**src/rtl/ack_bus_arbiter.sv**
```systemverilog
// Ack bus arbiter: round-robin ownership of a shared ack bus among four modules.
// Tracks the owner, delivers one ack per ownership and releases stalled owners.
module ack_bus_arbiter #(
    parameter int HOLD_MAX = 8
) (
    input  logic       clk,
    input  logic       rst_n,
    input  logic [3:0] req,
    input  logic [3:0] strobe,
    input  logic [7:0] strobe_id,
    output logic [3:0] grant,
    output logic       ack_valid,
    output logic [1:0] ack_src,
    output logic [1:0] ack_dest,
    output logic [3:0] ack_to,
    output logic       timeout_err,
    output logic       protocol_err
);

    typedef enum logic [1:0] {
        S_IDLE      = 2'd0,
        S_OWNED     = 2'd1,
        S_BROADCAST = 2'd2
    } state_t;

    localparam logic [7:0] LP_LAST = 8'(HOLD_MAX - 1);

    state_t     r_state;
    logic [3:0] r_grant;
    logic       r_ack_valid;
    logic [1:0] r_ack_src;
    logic [1:0] r_ack_dest;
    logic [3:0] r_ack_to;
    logic       r_timeout_err;
    logic       r_protocol_err;
    logic [1:0] r_ptr;
    logic [1:0] r_owner;
    logic [7:0] r_cnt;

    state_t     w_state_nxt;
    logic [3:0] w_grant_nxt;
    logic       w_ack_valid_nxt;
    logic [1:0] w_ack_src_nxt;
    logic [1:0] w_ack_dest_nxt;
    logic [3:0] w_ack_to_nxt;
    logic       w_timeout_nxt;
    logic       w_perr_nxt;
    logic [1:0] w_ptr_nxt;
    logic [1:0] w_owner_nxt;
    logic [7:0] w_cnt_nxt;

    logic [7:0] w_req2;
    logic [3:0] w_rot;
    logic [1:0] w_off;
    logic [1:0] w_win;
    logic [3:0] w_own_oh;
    logic [1:0] w_own_dest;

    // Rotate requests so bit 0 is the current round-robin head.
    assign w_req2     = {req, req};
    assign w_rot      = w_req2[r_ptr +: 4];
    assign w_win      = r_ptr + w_off;
    assign w_own_oh   = 4'b0001 << r_owner;
    assign w_own_dest = strobe_id[{r_owner, 1'b0} +: 2];

    always_comb begin
        w_off = 2'd0;
        if (w_rot[0])      w_off = 2'd0;
        else if (w_rot[1]) w_off = 2'd1;
        else if (w_rot[2]) w_off = 2'd2;
        else if (w_rot[3]) w_off = 2'd3;
    end

    always_comb begin
        w_state_nxt     = r_state;
        w_grant_nxt     = r_grant;
        w_ack_valid_nxt = 1'b0;
        w_ack_src_nxt   = r_ack_src;
        w_ack_dest_nxt  = r_ack_dest;
        w_ack_to_nxt    = 4'b0000;
        w_timeout_nxt   = 1'b0;
        w_perr_nxt      = 1'b0;
        w_ptr_nxt       = r_ptr;
        w_owner_nxt     = r_owner;
        w_cnt_nxt       = r_cnt;
        unique case (r_state)
            S_IDLE: begin
                w_perr_nxt = |strobe;
                if (|req) begin
                    w_grant_nxt = 4'b0001 << w_win;
                    w_owner_nxt = w_win;
                    w_cnt_nxt   = 8'd0;
                    w_state_nxt = S_OWNED;
                end else begin
                    w_grant_nxt = 4'b0000;
                end
            end
            S_OWNED: begin
                w_perr_nxt = |(strobe & ~w_own_oh);
                if (|(strobe & w_own_oh)) begin
                    w_ack_valid_nxt = 1'b1;
                    w_ack_src_nxt   = r_owner;
                    w_ack_dest_nxt  = w_own_dest;
                    w_ack_to_nxt    = 4'b0001 << w_own_dest;
                    w_grant_nxt     = 4'b0000;
                    w_ptr_nxt       = r_owner + 2'd1;
                    w_state_nxt     = S_BROADCAST;
                end else if (r_cnt == LP_LAST) begin
                    w_grant_nxt   = 4'b0000;
                    w_timeout_nxt = 1'b1;
                    w_ptr_nxt     = r_owner + 2'd1;
                    w_state_nxt   = S_IDLE;
                end else if (r_cnt != 8'hFF) begin
                    w_cnt_nxt = r_cnt + 8'd1;
                end
            end
            S_BROADCAST: begin
                w_perr_nxt  = |strobe;
                w_grant_nxt = 4'b0000;
                w_state_nxt = S_IDLE;
            end
            default: begin
                w_grant_nxt = 4'b0000;
                w_state_nxt = S_IDLE;
            end
        endcase
    end

    always_ff @(posedge clk or negedge rst_n) begin
        if (!rst_n) begin
            r_state        <= S_IDLE;
            r_grant        <= 4'b0000;
            r_ack_valid    <= 1'b0;
            r_ack_src      <= 2'd0;
            r_ack_dest     <= 2'd0;
            r_ack_to       <= 4'b0000;
            r_timeout_err  <= 1'b0;
            r_protocol_err <= 1'b0;
            r_ptr          <= 2'd0;
            r_owner        <= 2'd0;
            r_cnt          <= 8'd0;
        end else begin
            r_state        <= w_state_nxt;
            r_grant        <= w_grant_nxt;
            r_ack_valid    <= w_ack_valid_nxt;
            r_ack_src      <= w_ack_src_nxt;
            r_ack_dest     <= w_ack_dest_nxt;
            r_ack_to       <= w_ack_to_nxt;
            r_timeout_err  <= w_timeout_nxt;
            r_protocol_err <= w_perr_nxt;
            r_ptr          <= w_ptr_nxt;
            r_owner        <= w_owner_nxt;
            r_cnt          <= w_cnt_nxt;
        end
    end

    assign grant        = r_grant;
    assign ack_valid    = r_ack_valid;
    assign ack_src      = r_ack_src;
    assign ack_dest     = r_ack_dest;
    assign ack_to       = r_ack_to;
    assign timeout_err  = r_timeout_err;
    assign protocol_err = r_protocol_err;

endmodule
```
**config.mk**
```make
export PLATFORM = sky130hd
export DESIGN_NAME = ack_bus_arbiter
export DESIGN_NICKNAME = d
export VERILOG_FILES = /design/src/rtl/ack_bus_arbiter.sv
export SDC_FILE = /design/constraint.sdc
export NUM_CORES = 1
export LEC_CHECK = 0
export CAP_MARGIN = 40
export CORE_MARGIN = 2
export CORE_UTILIZATION = 40
export CTS_BUF_LIST = sky130_fd_sc_hd__clkbuf_16
export DETAILED_ROUTE_END_ITERATION = 6
export PLACE_DENSITY_LB_ADDON = 0.3
export SLEW_MARGIN = 30
export SYNTH_ARGS = -nofsm -noshare
export SYNTH_HDL_FRONTEND = slang
export SYNTH_SLANG_ARGS = --single-unit
```
**constraint.sdc**
```tcl
create_clock -name clk -period 3.2 [get_ports clk]
set_input_delay 0.32 -clock clk [delete_from_list [all_inputs] [get_ports clk]]
set_output_delay 0.32 -clock clk [all_outputs]
set_load 0.01 [all_outputs]
```
Word-level counts from Yosys, hierarchy flattened
Cells that the tools add are included.
Word-level totals
  word-level logic and storage cells: 71
  output and inout port bits: 15
  input port bits: 18
  register bits: 29
Cells by class
  reductions and logical operators: 13
  equal/unequal tests: 9
  shift operators: 5
  add/sub/neg operators: 3
  bitwise operators: 3
  mux-type cells: 27
Operators with widths (number)
  8-bit two-way mux: 4
  4-bit two-way mux: 5
  2-bit two-way mux: 9
  8-bit case mux with 2 select lines: 1
  4-bit OR reduction: 4
  1-bit by 2-bit << shifter with 4-bit output (first input constant): 3
  8-bit by 1-bit adder with 8-bit output (second input constant): 1
  4-bit bitwise AND: 2
  8-bit by 3-bit == test with 1-bit output (second input constant): 1
  2-bit inequality test (second input constant): 4
  8-bit inequality test (second input constant): 1
  4-bit case mux with 2 select lines: 1
  2-bit AND reduction: 4
  8-bit by 3-bit variable part select with 4-bit output: 1
  8-bit by 4-bit variable part select with 2-bit output: 1
  1-bit two-way mux: 5
  5-bit AND reduction: 1
  4-bit inverter: 1
  2-bit case mux with 2 select lines: 1
  2-bit nonzero test: 2
  3-bit inequality test (second input constant): 1
  2-bit by 1-bit adder with 2-bit output (second input constant): 1
  2-bit adder: 1
  2-bit by 1-bit == test with 1-bit output (second input constant): 1
  other kinds (4): 4

Logic depth before layout (Yosys ltp)
Gate-level depths: netlist of the first run.
  depth after elaboration: 9
  gate-level depth with buffers: 9
  mapped depth without buffers: 9

Least setup slack after synthesis of the first run
Ideal clock, no wire load.
  kind: register to register
  start: reg r_owner[0]
  end: reg r_cnt[4]
  slack: 1198 ps
  stages on the path, launching flop included: 9
  path buffers: 1
  data arrival time: 1923 ps
  library setup time: 79 ps
  period minus slack after synthesis: 2002 ps
  data required time: 3121 ps
  cells stage by stage: dfrtp_1 -> inv_1 -> ha_1 -> a22oi_1 -> and2_1 -> buf_2 -> a21oi_4 -> or4_1 -> a21oi_1
Between the ends
  cells in the longest elaborated chain, start to end: 5
Ends and longest elaborated chain
  start: declaration: line 37  | logic [1:0] r_owner;
  start signal: assignment: line 152  | r_owner <= w_owner_nxt;
  1-bit by 2-bit << shifter with 4-bit output: line 63  | assign w_own_oh = 4'b0001 << r_owner;
  4-bit bitwise AND: line 100  | if (|(strobe & w_own_oh)) begin
  4-bit OR reduction: line 100
  2-bit inequality test (no line)
  5-bit AND reduction (no line)
  end signal: assignment: line 153  | r_cnt <= w_cnt_nxt;
  end: declaration: line 38  | logic [7:0] r_cnt;
No other way between the ends.
A chain may end at the register's enable or synchronous reset.

Worst setup path in the final report of the first run
  start: reg r_owner[1]
  end: reg r_cnt[4]
The elaborated chain is that of the path after synthesis.

==> metrics.txt, run 1 <==
outcome=finished, final reports clean; class of the tightest hold or removal check=primary input to async pin; detailed-route vias per instance=5.61; Worst Max-Slew Pin Slew=0.500 ns; drt first pass iters=4; async set or reset register ratio after synthesis=100%; setup repair after global routing missed its margin=no; routability-driven placement congestion ratio=0.755; power after layout=1.80 mW; first-pass GRT wire length=5950 µm; CTS HTree Levels=2; Post-CTS Hold Fix Bufs=0; Worst path max stage delay=0.51 ns; Horiz. Die Dim=67.2 µm; GRT overflow=0; number of synthesized flops with an enable pin=0; Clock Skews=0.00601 ns; reported leakage power=0.910 nW; layout cell share with drive strength beyond 1=10.1%; cell with the biggest individual delay on the critical path=sky130_fd_sc_hd__or4_1; Die Y=67.2 µm; worst slew margin relative to its limit=66.4%; combined buffer and inverter count along the critical path=1; most instantiated flip-flop cell in the synthesis netlist=sky130_fd_sc_hd__dfrtp_1; Num CTS Buffers=5; clk slew on worst S/H paths=0.05 ns; part of the Yosys area used for sequential elements=45.5%; biggest fanout along the worst timing path=10; routed wl met3=326 µm; # resized after CTS=0; element type at the critical path start=flop; total vias in the final route=1,385; floorplan die area=4510 µm²; final-report hold violation count=0; CTS tree=built; residual DRC count=0; Synth warnings=0; critical path class=flop to flop; total length of routed wires=3560 µm; critical path cell sequence=inv_1, ha_1, a22oi_1, and2_1, a21oi_4, or4_1, a21oi_1; maximum count of clock buffers along a single path=2; routed length on met1=1520 µm; post-CTS repair timing setup buffer count=0; fin crit period=2.30 ns; Required @ worst endpoint=3.39 ns; cell type group with the largest total delay on the critical path=simple AND/OR/NAND/NOR gates; fin worst setup slack=0.903 ns; synthesized instance count=163; register area=726 µm²; worst-skew pair later-pin latency=0.27 ns; count of input and output buffers=32; Routed met2 length=1640 µm; total power divided by cell area=857 nW/µm²; highest signal layer in the routed design=met4; number of antenna cells inserted=0; I/O pin cnt=33; nets@finish=222; synthesized area per cell=9.79 µm²; count of routing violations after the opening detailed-route iteration=74; setup slack at placement=0.788 ns; Max Transition Viols Final=0; flop and latch count out of synthesis=29; setup tns final=0 ns; total number of placement rows=22; final routed wire length divided by cell count=14.4 µm; post-synthesis to final-layout area growth=31.7%; endpoint type of the worst setup path=flop; mapped cell area=1600 µm²; Core Footprint=3740 µm²; starting density of the core=42.6%; clock root cell=sky130_fd_sc_hd__clkbuf_16; count of antenna-violating nets left after detailed routing=0; fill cell instance count of the final layout=339; number of setup violations in the final report=0; maximum clock rate=435 MHz; total area of multi-input combinational cells=802 µm²; arrival time at the worst endpoint=2.49 ns; pin count of the biggest net entering global routing=30; initial antenna violation count=0; worst supply voltage drop on vdd=0.455 mV; DP HPWL=2620 µm; clock sink count=29; via count of the first global-routing pass=1,351; number of distinct standard cells referenced by the synthesized netlist=49; all-layer global routing usage=17.9%; total nets after synthesis=187; post-route clock period utilization=71.8%; number of max-cap violations=0
==> cells by family (layout without fill, tap and decap cells) <==
kind of cell | count (synthesis) | count (layout) | share of synthesized area (%)
AOI/OAI and AO/OA | 38 | 38 | 18.0
and+or+nand+nor | 65 | 65 | 20.9
DFF | 29 | 29 | 45.5
buffers and inverters | 17 | 53 | 4.23
xor gates and xnor gates | 2 | 2 | 1.10
adders and majority gates | 6 | 6 | 4.71
muxes | 6 | 6 | 5.57
==> cells in the mapped netlist, types with 2 or more instances <==
library cell	n	area, µm²
sky130_fd_sc_hd__o22ai_1	3	18.8
sky130_fd_sc_hd__clkbuf_1	4	15.0
sky130_fd_sc_hd__or4_1	3	22.5
sky130_fd_sc_hd__mux2_2	3	33.8
sky130_fd_sc_hd__nor4_1	4	25.0
sky130_fd_sc_hd__nand2_1	19	71.3
sky130_fd_sc_hd__a21oi_1	3	15.0
sky130_fd_sc_hd__a22o_1	2	17.5
sky130_fd_sc_hd__nor2_1	13	48.8
sky130_fd_sc_hd__nand2b_1	6	37.5
sky130_fd_sc_hd__o21ai_0	10	50.1
sky130_fd_sc_hd__nand4_1	2	12.5
sky130_fd_sc_hd__buf_2	2	10.0
sky130_fd_sc_hd__ha_1	6	75.1
sky130_fd_sc_hd__o311ai_0	2	17.5
sky130_fd_sc_hd__inv_1	10	37.5
sky130_fd_sc_hd__nor3_1	3	15.0
sky130_fd_sc_hd__nand3_1	5	25.0
sky130_fd_sc_hd__mux4_2	2	45.0
sky130_fd_sc_hd__o31ai_1	3	22.5
sky130_fd_sc_hd__a22oi_1	2	15.0
sky130_fd_sc_hd__dfrtp_1	29	726
==> metal layers <==
metal,vias up,track usage (%)
met4,0,8.67
li1,665,-
met3,8,4.67
met2,64,29.8
met5,-,0
met1,648,21.5
==> placed cells by master (no fill, tap or decap), drive strengths merged, types with 5 or more instances in the layout <==
cell type	Yosys	final
clkdlybuf4s50	0	32
dfrtp	29	29
nand2	19	19
nor2	13	13
inv	10	10
o21ai	10	10
nand2b	6	6
ha	6	6
clkbuf	5	6
nand3	5	5
==> cell type report <==
cell class	count	area share [%]
Timing Repair Buffer	35	16.1
Inverter	10	1.79
Clock inverter	3	0.596
Tap cell	48	2.86
Clock buffer	5	5.96
Sequential cell	29	34.5
Multi-Input combinational cell	117	38.2
==> where the power goes <==
| part | internal [mW] | switching, mW | leakage (nW) |
|---|---|---|---|
| Combinational | 0.366 | 0.417 | 0.461 |
| Clock | 0.279 | 0.145 | 0.0687 |
| Sequential | 0.479 | 0.113 | 0.380 |
| Total | 1.12 | 0.675 | 0.910 |
==> stage by stage <==
step	hold WS [ns]	instances	util, %	cell area [µm²]
after floorplan	0.0244	163	-	1600
after global placement	0.480	237	52.2	1950
after detailed placement	0.484	238	52.3	1960
after CTS	0.452	246	56.0	2100
after global routing	0.490	247	56.1	2100
final	0.439	247	56.1	2100
==> sequential cells by signal (all words and copies together), names as in the netlist <==
name and count:
r_cnt 8, grant 4, r_owner 2, r_ptr 2, ack_dest 2, r_state 2, ack_valid 1, protocol_err 1
ack_to 4, ack_src 2, timeout_err 1
==> worst paths after layout <==
check | from | to | slack (ns) | depth (start not counted)
min | rst_n | r_cnt[4]$_DFFE_PN0P_ | 0.44 | 2
max in group asynchronous | rst_n | r_ptr[1]$_DFFE_PN0P_ | 2.50 | 2
max | r_owner[1]$_DFFE_PN0P_ | r_cnt[4]$_DFFE_PN0P_ | 0.90 | 7
min in group clk | grant[1]$_DFFE_PN0P_ | grant[1]$_DFFE_PN0P_ | 0.51 | 2
max reg2reg | r_owner[1]$_DFFE_PN0P_ | r_cnt[4]$_DFFE_PN0P_ | 0.90 | 7
min reg2reg | grant[1]$_DFFE_PN0P_ | grant[1]$_DFFE_PN0P_ | 0.51 | 2
Note: power is estimated with default switching activity, not from simulation.
==> inputs of run 2 (changes only) <==
clock period = 1.86 ns   (was 3.2 ns; I/O delays follow)
==> metrics.txt, run 2 (synthesis gave the netlist of run 1 again) <==
Gate power share=52.5% (+9.0 points); setup tns final=-0.492 ns (-0.492 ns); clock sink count=29 (unchanged); Required @ worst endpoint=2.07 ns (-1.32 ns); residual DRC count=0 (unchanged); clock root cell=sky130_fd_sc_hd__clkbuf_16; commonest cells after routing, fill and taps aside=sky130_fd_sc_hd__buf_4 (30), sky130_fd_sc_hd__clkdlybuf4s50_1 (28), sky130_fd_sc_hd__dfrtp_1 (25); nets@finish=252 (+14%); cell internal pwr=2.33 mW (+110%); count of input and output buffers=32 (unchanged); layout cell share with drive strength beyond 1=33.2% (+23 points); fin crit period=1.96 ns (-0.335 ns); GRT overflow=0 (unchanged); Core Footprint=3740 µm² (unchanged); all-layer global routing usage=19.2% (+1.3 points); I/O pin cnt=33 (unchanged); Clock Skews=0.00360 ns (-0.00242 ns); initial antenna violation count=0 (unchanged); register bank with the most flops=r_cnt; count of antenna-violating nets left after detailed routing=0 (unchanged); final routed wire length divided by cell count=14.7 µm (+2.3%); total net switching power=1.37 mW (+100%); instance area after placement=2180 µm² (+11%); Die Y=67.2 µm (unchanged); Clock power frac=19.8% (-3.8 points); final-report hold violation count=0 (unchanged); total length of routed wires=4090 µm (+15%); DP HPWL=2850 µm (+8.9%); final core area utilization=65.9% (+9.8 points); area of all placed cells without fillers=2470 µm² (+18%); drt first pass iters=4 (unchanged); outcome=finished, violations left; total power divided by cell area=1500 nW/µm² (+75%); Switching Fraction=37.1% (-0.39 points); reported leakage power=1.09 nW (+19%); arrival time at the worst endpoint=2.17 ns (-0.32 ns); number of max-cap violations=0 (unchanged); endpoint type of the worst setup path=flop; count of routing violations after the opening detailed-route iteration=53 (-28%); floorplan die area=4510 µm² (unchanged); Num CTS Buffers=5 (unchanged); Horiz. Die Dim=67.2 µm (unchanged); CTS tree=built; total vias in the final route=1,509 (+9.0%); via count of the first global-routing pass=1,489 (+10%); fill cell instance count of the final layout=309 (-8.8%); max reg flops=8 (unchanged); Max Transition Viols Final=0 (unchanged); worst slew margin relative to its limit=53.2% (-13 points); biggest fanout along the worst timing path=6 (-4); number of setup violations in the final report=13 (+13); violations in the final reports=setup timing; element type at the critical path start=flop; power share of the sequential group=27.7% (-5.2 points); total number of placement rows=22 (unchanged); worst supply voltage drop on vdd=0.821 mV (+80%); fin worst setup slack=-0.102 ns (-1.01 ns); CTS HTree Levels=2 (unchanged); maximum count of clock buffers along a single path=2 (unchanged); class of the tightest hold or removal check=primary input to async pin; maximum clock rate=510 MHz (+17%); detailed-route vias per instance=5.45 (-2.8%); first-pass GRT wire length=6490 µm (+9.1%); post-route clock period utilization=105% (+34 points); worst-skew pair later-pin latency=0.27 ns (about the same); Worst Max-Slew Pin Slew=0.696 ns (+0.197 ns); post-synthesis to final-layout area growth=54.7%; routability-driven placement congestion ratio=0.875 (+16%); pin count of the biggest net entering global routing=30 (unchanged); clk slew on worst S/H paths=0.05 ns (about the same); setup repair after global routing missed its margin=yes; starting density of the core=42.6% (unchanged); number of antenna cells inserted=0 (unchanged); most frequent standard cell in the layout excluding fill and tap cells=sky130_fd_sc_hd__buf_4; critical path class=flop to flop
-- run 2: cell count changes in the layout (fill, tap and decap cells not counted), sizes merged --
cell | previous run | this run
buf | 2 | 33
clkdlybuf4s50 | 32 | 28
dlygate4sd2 | 0 | 3
clkbuf | 6 | 5
dlymetal6s2s | 0 | 1
-- run 2: layer usage --
layer,vias to the layer above,global-route usage (%),wire length [µm]
met5,-,0,0
met4,0,7.65,69
met3,8,5.17,229
met2,40,32.3,2080
met1,738,23.4,1700
li1,723,-,-
-- run 2: path summary, 6_finish.rpt --
kind                            slack [ns]                  from                   end  depth (start not counted)
worst max register to register       -0.10  r_cnt[6]$_DFFE_PN0P_  r_cnt[3]$_DFFE_PN0P_                          6
worst min register to register        0.48  grant[0]$_DFFE_PN0P_  grant[0]$_DFFE_PN0P_                          2
min in group clk                      0.48  grant[0]$_DFFE_PN0P_  grant[0]$_DFFE_PN0P_                          2
worst max-delay path                 -0.10  r_cnt[6]$_DFFE_PN0P_  r_cnt[3]$_DFFE_PN0P_                          6
worst min-delay path                  0.30                 rst_n  r_cnt[0]$_DFFE_PN0P_                          2
max in group asynchronous             1.27                 rst_n  r_ptr[1]$_DFFE_PN0P_                          2
-- run 2: critical path, stage by stage, from the launching register on --
cell                       delay (ns)
sky130_fd_sc_hd__dfrtp_1         0.38
sky130_fd_sc_hd__or4_4           0.53
sky130_fd_sc_hd__or3_4           0.38
sky130_fd_sc_hd__a21oi_4         0.23
sky130_fd_sc_hd__buf_6           0.15
sky130_fd_sc_hd__o311ai_0        0.14
sky130_fd_sc_hd__nand2_1         0.09
-- run 2: what timing repair did --
item	CTS	global route
setup buffers	4	1
pin swaps	10	3
hold buffers	0	0
cloned	0	0
gates resized for setup	19	14
endpoints found under the setup margin	17	23
-- run 2: area by class of cell --
class	count	area [µm²]	share of cell area [%]
flip-flops and latches	29	731	29.6
inverters	10	37.5	1.52
well taps	48	60.1	2.43
clock inverters	3	12.5	0.507
clock buffers	5	125	5.07
repair buffers	65	571	23.1
multi-input cells	117	932	37.8
-- run 2: through the flow --
step / instances / total power, mW / setup WS, ns / hold WS, ns
global placement: 265 / 2.62 / -0.277 / 0.461
finish: 277 / 3.70 / -0.102 / 0.300
detailed placement: 265 / 2.69 / -0.345 / 0.474
floorplan: 163 / 1.97 / 0.00176 / -0.110
global route: 277 / 3.94 / -0.179 / 0.344
CTS: 277 / 3.61 / -0.0704 / 0.311
-- run 2: power by group through the flow --
stage	sequential, mW	combinational, mW	clock (mW)
global route	1.05	2.11	0.786
detailed placement	1.01	1.69	0
floorplan	0.999	0.972	0
CTS	0.999	1.86	0.745
finish	1.02	1.94	0.734
global placement	0.994	1.63	0
